File: src/rtl/seq_limb_mult.sv
// Sequential WIDTH x WIDTH multiplier built around one shared LIMB x LIMB unsigned multiplier.
// Limb partial products accumulate into a 2*WIDTH register. A signed result is corrected in a single FIX step.
module seq_limb_mult #(
    parameter int WIDTH = 64,
    parameter int LIMB  = 16
) (
    input  logic                 clk,
    input  logic                 rst_n,
    input  logic                 in_valid,
    output logic                 in_ready,
    input  logic [WIDTH-1:0]     in_a,
    input  logic [WIDTH-1:0]     in_b,
    input  logic                 in_signed,
    output logic                 out_valid,
    input  logic                 out_ready,
    output logic [2*WIDTH-1:0]   out_p,
    output logic                 busy
);

    localparam int N     = WIDTH / LIMB;
    localparam int IDX_W = (N > 1) ? $clog2(N) : 1;
    localparam int SH_W  = $clog2(2 * WIDTH) + 1;
    localparam logic [IDX_W-1:0] LAST = IDX_W'(N - 1);

    typedef enum logic [1:0] {IDLE, MUL, FIX, DONE} state_t;

    state_t               state;
    logic [WIDTH-1:0]     a_q;
    logic [WIDTH-1:0]     b_q;
    logic                 signed_q;
    logic [2*WIDTH-1:0]   acc;
    logic [IDX_W-1:0]     i_q;
    logic [IDX_W-1:0]     j_q;

    logic [LIMB-1:0]      a_limb;
    logic [LIMB-1:0]      b_limb;
    logic [2*LIMB-1:0]    pp;
    logic [SH_W-1:0]      pp_shift;
    logic [2*WIDTH-1:0]   pp_wide;
    logic [2*WIDTH-1:0]   corr;
    logic [2*WIDTH-1:0]   fix_result;

    // Limbs are multiplied unsigned. The signed correction subtracts the operand weights of the two sign bits.
    always_comb begin
        a_limb     = LIMB'(a_q >> (SH_W'(i_q) * SH_W'(LIMB)));
        b_limb     = LIMB'(b_q >> (SH_W'(j_q) * SH_W'(LIMB)));
        pp         = {{LIMB{1'b0}}, a_limb} * {{LIMB{1'b0}}, b_limb};
        pp_shift   = (SH_W'(i_q) + SH_W'(j_q)) * SH_W'(LIMB);
        pp_wide    = (2*WIDTH)'(pp) << pp_shift;
        corr       = ((signed_q & a_q[WIDTH-1]) ? {b_q, {WIDTH{1'b0}}} : '0)
                   + ((signed_q & b_q[WIDTH-1]) ? {a_q, {WIDTH{1'b0}}} : '0);
        fix_result = signed_q ? (acc - corr) : acc;
    end

    always_ff @(posedge clk or negedge rst_n) begin
        if (!rst_n) begin
            state     <= IDLE;
            in_ready  <= 1'b1;
            out_valid <= 1'b0;
            busy      <= 1'b0;
            out_p     <= '0;
            acc       <= '0;
            i_q       <= '0;
            j_q       <= '0;
            a_q       <= '0;
            b_q       <= '0;
            signed_q  <= 1'b0;
        end else begin
            case (state)
                IDLE: begin
                    if (in_valid) begin
                        a_q      <= in_a;
                        b_q      <= in_b;
                        signed_q <= in_signed;
                        acc      <= '0;
                        i_q      <= '0;
                        j_q      <= '0;
                        in_ready <= 1'b0;
                        busy     <= 1'b1;
                        state    <= MUL;
                    end
                end
                MUL: begin
                    acc <= acc + pp_wide;
                    if (j_q == LAST) begin
                        j_q <= '0;
                        if (i_q == LAST) begin
                            state <= FIX;
                        end else begin
                            i_q <= i_q + IDX_W'(1);
                        end
                    end else begin
                        j_q <= j_q + IDX_W'(1);
                    end
                end
                FIX: begin
                    out_p     <= fix_result;
                    out_valid <= 1'b1;
                    busy      <= 1'b0;
                    state     <= DONE;
                end
                DONE: begin
                    if (out_ready) begin
                        out_valid <= 1'b0;
                        in_ready  <= 1'b1;
                        state     <= IDLE;
                    end
                end
                default: state <= IDLE;
            endcase
        end
    end

endmodule

File: config.mk
export PLATFORM = sky130hd
export DESIGN_NAME = seq_limb_mult
export DESIGN_NICKNAME = d
export VERILOG_FILES = /design/src/rtl/seq_limb_mult.sv
export SDC_FILE = /design/constraint.sdc
export NUM_CORES = 2
export LEC_CHECK = 0
export ABC_AREA = 1
export CORE_UTILIZATION = 45
export CTS_CLUSTER_SIZE = 8
export DETAILED_ROUTE_END_ITERATION = 6
export PLACE_DENSITY_LB_ADDON = 0.08
export REMOVE_ABC_BUFFERS = 1
export SLEW_MARGIN = 20
export SYNTH_ARGS = -nofsm -noshare
export SYNTH_HDL_FRONTEND = slang
export SYNTH_SLANG_ARGS = --single-unit
File: constraint.sdc
create_clock -name clk -period 8.21 [get_ports clk]
set_input_delay 2.463 -clock clk [delete_from_list [all_inputs] [get_ports clk]]
set_output_delay 2.463 -clock clk [all_outputs]
set_load 0.005 [all_outputs]
== Word level (Yosys, flattened, before mapping) ==
Cells that the tools add are included.
Storage, ports and cells
  bits in registers: 394
  bits of input ports: 133
  output and inout port bits: 131
  logic and storage cells: 68
Operators by class
  add/sub/neg operators: 6
  multipliers: 1
  equality and inequality tests: 10
  shift-type cells: 3
  multiplexer cells: 23
  bitwise logic cells: 2
  reduce and logical (&&, ||, !) cells: 12
Operators with widths (count)
  $mux W128: 4
  $add A128 B128 Y128: 2
  $pmux W128 S2: 1
  $shl A32 B7 Y128: 1
  $shr A64 B6 Y16: 2
  $sub A128 B128 Y128: 1
  $mul A16 B16 Y32: 1
  $mux W2: 8
  $ne A2 B2 Y1 const B: 5
  $eq A2 B2 Y1 const B: 4
  $pmux W2 S2: 2
  $pmux W2 S4: 1
  $reduce_and A2 Y1: 4
  $reduce_and A4 Y1: 2
  $reduce_bool A2 Y1: 4
  $pmux W1 S2: 3
  $add A2 B1 Y2 const B: 2
  $mux W1: 4
  $add A2 B2 Y3: 1
  $reduce_and A3 Y1: 1
  $and A1 B1 Y1: 2
  $eq A2 B1 Y1 const B: 1
  $logic_not A2 Y1: 1

== Logic depth before layout (Yosys ltp) ==
  depth in word-level cells: 5
  mapped depth: 49
  gate-level depth less buffers: 46

== Least setup slack after synthesis ==
Ideal clock, no wire load.
  kind: register -> register
  start: register j_q[0]
  end: register acc[107]
  library setup time: 0.118 ns
  data arrival time: 7.668 ns
  data required time: 8.092 ns
  path slack: 0.424 ns
  stages on the path, launching flop included: 42
  path buffers: 3
  clock period less this slack: 7.786 ns
  cells stage by stage: dfrtp_1 clkbuf_1 inv_2 clkbuf_1 nand2_1 a32oi_1 clkbuf_1 nand2_1 fa_1 fa_1 fa_1 fa_1 inv_1 fa_1 inv_1 fa_1 inv_1 ha_1 [6 not listed] nand2_1 nand2_1 nand3_1 nor2_1 ha_1 nand2_1 nor2_1 inv_1 nor2_1 inv_1 nor2_1 inv_1 nor4_1 nand2_1 nand3_1 nand2_1 nand3_1 nand2_1
On the way
  cells in the longest elaborated chain, start to end: 5
  elaborated cells on any way between the ends: 6
  classes of those cells: add/sub (2); mul (1); shift (2); mux (1)
Ends and longest elaborated chain
  from (decl): line 33  | logic [IDX_W-1:0] j_q;
  from (signal assigned): line 93  | j_q <= j_q + IDX_W'(1);
  $shr A64 B6 Y16: line 46  | b_limb = LIMB'(b_q >> (SH_W'(j_q) * SH_W'(LIMB)));
  $mul A16 B16 Y32: line 47  | pp = {{LIMB{1'b0}}, a_limb} * {{LIMB{1'b0}}, b_limb};
  $shl A32 B7 Y128 (*): line 49  | pp_wide = (2*WIDTH)'(pp) << pp_shift;
  $add A128 B128 Y128 (*): line 84  | acc <= acc + pp_wide;
  $pmux W128 S2 (*): line 69  | case (state)
  to (signal assigned): line 84
  to (decl): line 31  | logic [2*WIDTH-1:0] acc;
Mark *: on every way between the ends. The rest lies on a longest branch, timed or not.
A chain may end at the register's enable or synchronous reset.

== Worst setup path in the final report ==
  start: register i_q[1]
  end: register acc[122]
On the way
  cells in the longest elaborated chain, start to end: 5
  elaborated cells on any way between the ends: 6
  classes of those cells: add/sub (2); mul (1); shift (2); mux (1)
Ends and longest elaborated chain
  from (decl): line 32  | logic [IDX_W-1:0] i_q;
  from (signal assigned): line 90  | i_q <= i_q + IDX_W'(1);
  $shr A64 B6 Y16: line 45  | a_limb = LIMB'(a_q >> (SH_W'(i_q) * SH_W'(LIMB)));
  $mul A16 B16 Y32: line 47
  $shl A32 B7 Y128 (*): line 49
  $add A128 B128 Y128 (*): line 84
  $pmux W128 S2 (*): line 69
Marks and branches as above.

==> results.toml <==
[timing]
rsz0062_at_grt = "true"
finalCriticalPeriod_ns = 8.760
final.setup.worst_slack_ns = -0.5498
finClkSkew_ns = 0.06515
setup_tns_ns = -42.91
clock.fmax_mhz = 114.2
worst_pin_slew_ns = 1.082
hold_violations = 0
slew_headroom_pct = 27.72
finalMaxSlewViolations = 0
finalCritPeriodShare_pct = 106.7
setup_viol = 111

[drt]
wl_met3_mm = 41.18
avgRoutedWirePerCell_um = 26.43
dr.first_iter.drc_count = 8074
routed_wirelength_mm = 259.5
antenna_left = 0
top_layer = "met5"
drc = 1
m1WireLength_mm = 100.9
via_count = 57275
via_per_inst = 5.834
dr_wl_met2_mm = 98.88
dr.pass1.iters = 7

[floorplanning]
die-area_mm2 = 0.1007
num_rows = 115
die_y_um = 317.4
die_w_um = 317.4
io_pins = 264
initial_core_util_pct = 45.47
core_area_mm2 = 0.09842

[yosys]
ys_ff_latch = 394
synth_edf_count = 0
synth.most_common_cell = "nand2_1"
synth_top_area_share_pct = 21.97
ys_seq_area_share_pct = 22.03
syn_area_mm2 = 0.04476
ys.flop_type = "dfrtp_1"
synthTopCellsByArea = "dfrtp_1, nand2_1, fa_1"
ys_top_cells_by_count = "nand2_1, nor2_1, inv_1"
async_reset_ff_share_pct = 100.0
synth_warnings = 0
avgSynthCellArea_um2 = 6.355
yosysTopAreaCell = "dfrtp_1"
synth_cell_types = 49
synth_cells = 7043

[critical_path]
start_kind = "flip-flop"
crit_arrival_ns = 9.32
end_kind = "flip-flop"
ff2ff_setup_slack_ns = -0.55
crit_path_max_incr_delay_ns = 0.56
crit_type = "flip-flop to flip-flop"
cp_max_fo = 13
crit_top_cell = "nand2_1"
cp.required_ns = 8.77
critPathTopFamily = "adder cells"
slowest_stage = "fa_1"
worst-path-buf-inv = 12

[clock_network]
clkSlewWorstSetupHoldPaths_ns = 0.05
hold_buffers = 0
cts-root-buf = "clkbuf_16"
clock_path_buffers = 3
insertion_delay_ns = 0.73
cts_sinks = 394
htreeDepth = 2
cts_tree = "done"
cts_made_buffers = 58

[place]
place_congestion = 1.123
io_buffers = 263
place_hpwl_mm = 212.3

[global_route]
first_global_vias = 53960
grt_max_degree = 118
grt_first_pass_wirelength_mm = 358.6
antenna_found_initial = 12
overflow = 0
grt_usage_pct = 49.96

[final_layout]
fillers = 8818
drive_gt1_share_pct = 25.56
fin_nets = 9194
area_delta_synth_final_pct = 42.73

[outcome]
violations = "DRC, setup timing"
status = "finished, violations left"

[job]
drv_cap = 0

[worst_hold_path]
hp-class = "flip-flop to flip-flop"
-- per-stage QoR --
| step | hold slack, ns | util (%) | area [µm²] | setup slack (ns) | cells |
|---|---|---|---|---|---|
| global placement | 0.4535 | 58.99 | 58060 | -1.321 | 9642 |
| global route | 0.4872 | 64.89 | 63870 | -0.8717 | 9812 |
| floorplan | 0.4654 | - | 44060 | -0.1727 | 6861 |
| finish | 0.4700 | 64.90 | 63880 | -0.5498 | 9817 |
| CTS | 0.4712 | 63.90 | 62890 | -0.2931 | 9793 |
| detailed placement | 0.4600 | 58.99 | 58060 | -1.413 | 9642 |
-- cell usage in the layout, fill, tap and decap left out, drive strengths merged, types with 5 or more instances in the layout --
cell type / synthesis / final
clkdlybuf4s50: 0 / 262
o21bai: 38 / 38
o21a: 19 / 19
dfrtp: 393 / 393
or2: 16 / 16
o22ai: 28 / 28
nor2: 999 / 999
xnor2: 17 / 17
o21ai: 486 / 486
a21boi: 10 / 10
ha: 302 / 302
nand3b: 26 / 26
a21o: 23 / 23
and2: 7 / 7
nor3: 78 / 78
buf: 28 / 1316
nand4: 53 / 53
clkinv: 10 / 10
nand3: 260 / 260
nor4: 12 / 12
diode: 0 / 5
xor2: 32 / 32
fa: 259 / 259
o211ai: 5 / 5
a32oi: 32 / 32
a31oi: 5 / 5
a21oi: 492 / 492
nand2: 2257 / 2257
inv: 980 / 982
o31ai: 9 / 9
clkbuf: 154 / 79
-- worst register-to-register path: cells and delay by family (launching register included) --
| kind | cells | cell delay [ns] |
|---|---|---|
| compound gates | 9 | 1.65 |
| buf+inv | 12 | 1.56 |
| fa+ha+maj | 8 | 3.68 |
| flops | 1 | 0.39 |
| simple gates | 13 | 1.33 |
-- final timing paths --
path,from,cells past startpoint,to
setup / recovery,i_q[1],42,acc[122]
hold / removal,out_p[13],2,out_p[13]
setup reg to reg,i_q[1],42,acc[122]
hold reg to reg,out_p[13],2,out_p[13]
max in group asynchronous,rst_n,2,acc[127]
min in group asynchronous,rst_n,1,i_q[0]
-- repair_timing --
| action | CTS | global route |
|---|---|---|
| pin swaps | 175 | 64 |
| cloned | 1 | 1 |
| endpoints found under the setup margin | 111 | 117 |
| setup buffers | 66 | 18 |
| resized for setup | 780 | 238 |
-- per-layer routing --
| layer | up-vias | global-route usage (%) |
|---|---|---|
| met1 | 27147 | 65.42 |
| met4 | 10 | 28.87 |
| met2 | 4029 | 67.07 |
| li1 | 25197 | - |
| met3 | 892 | 22.51 |
| met5 | - | 0 |
-- sequential cells by signal, indices dropped and copies added (netlist names) --
register,flops
a_q,64
acc,128
b_q,64
busy,1
i_q,2
in_ready,1
j_q,2
out_p,128
out_valid,1
signed_q,1
state,2
-- cell type report --
cell class	instances	area [µm²]	area share (%)
Inverter	990	3749	5.868
Timing Repair Buffer	1579	13210	20.68
Multi-Input combinational cell	5477	33720	52.79
Antenna cell	5	12.51	0.01959
Tap cell	1287	1610	2.521
Clock buffer	78	1567	2.452
Sequential cell	394	9866	15.44
Clock inverter	7	140.1	0.2194
-- kinds of logic (layout without fill, tap and decap cells) --
family | Yosys count | count (layout) | share of synthesized area [%]
compound gates | 1152 | 1152 | 14.07
xor+xnor | 49 | 49 | 0.9589
fa+ha+maj | 561 | 561 | 20.03
buf+inv | 1172 | 2654 | 9.866
flops | 394 | 394 | 22.03
mux | 1 | 1 | 0.02516
other cells | 0 | 5 | 0
simple gates | 3714 | 3714 | 33.02
Power is not shown: default switching activity piles up to over one toggle a cycle in this logic, so the estimate is an artifact.
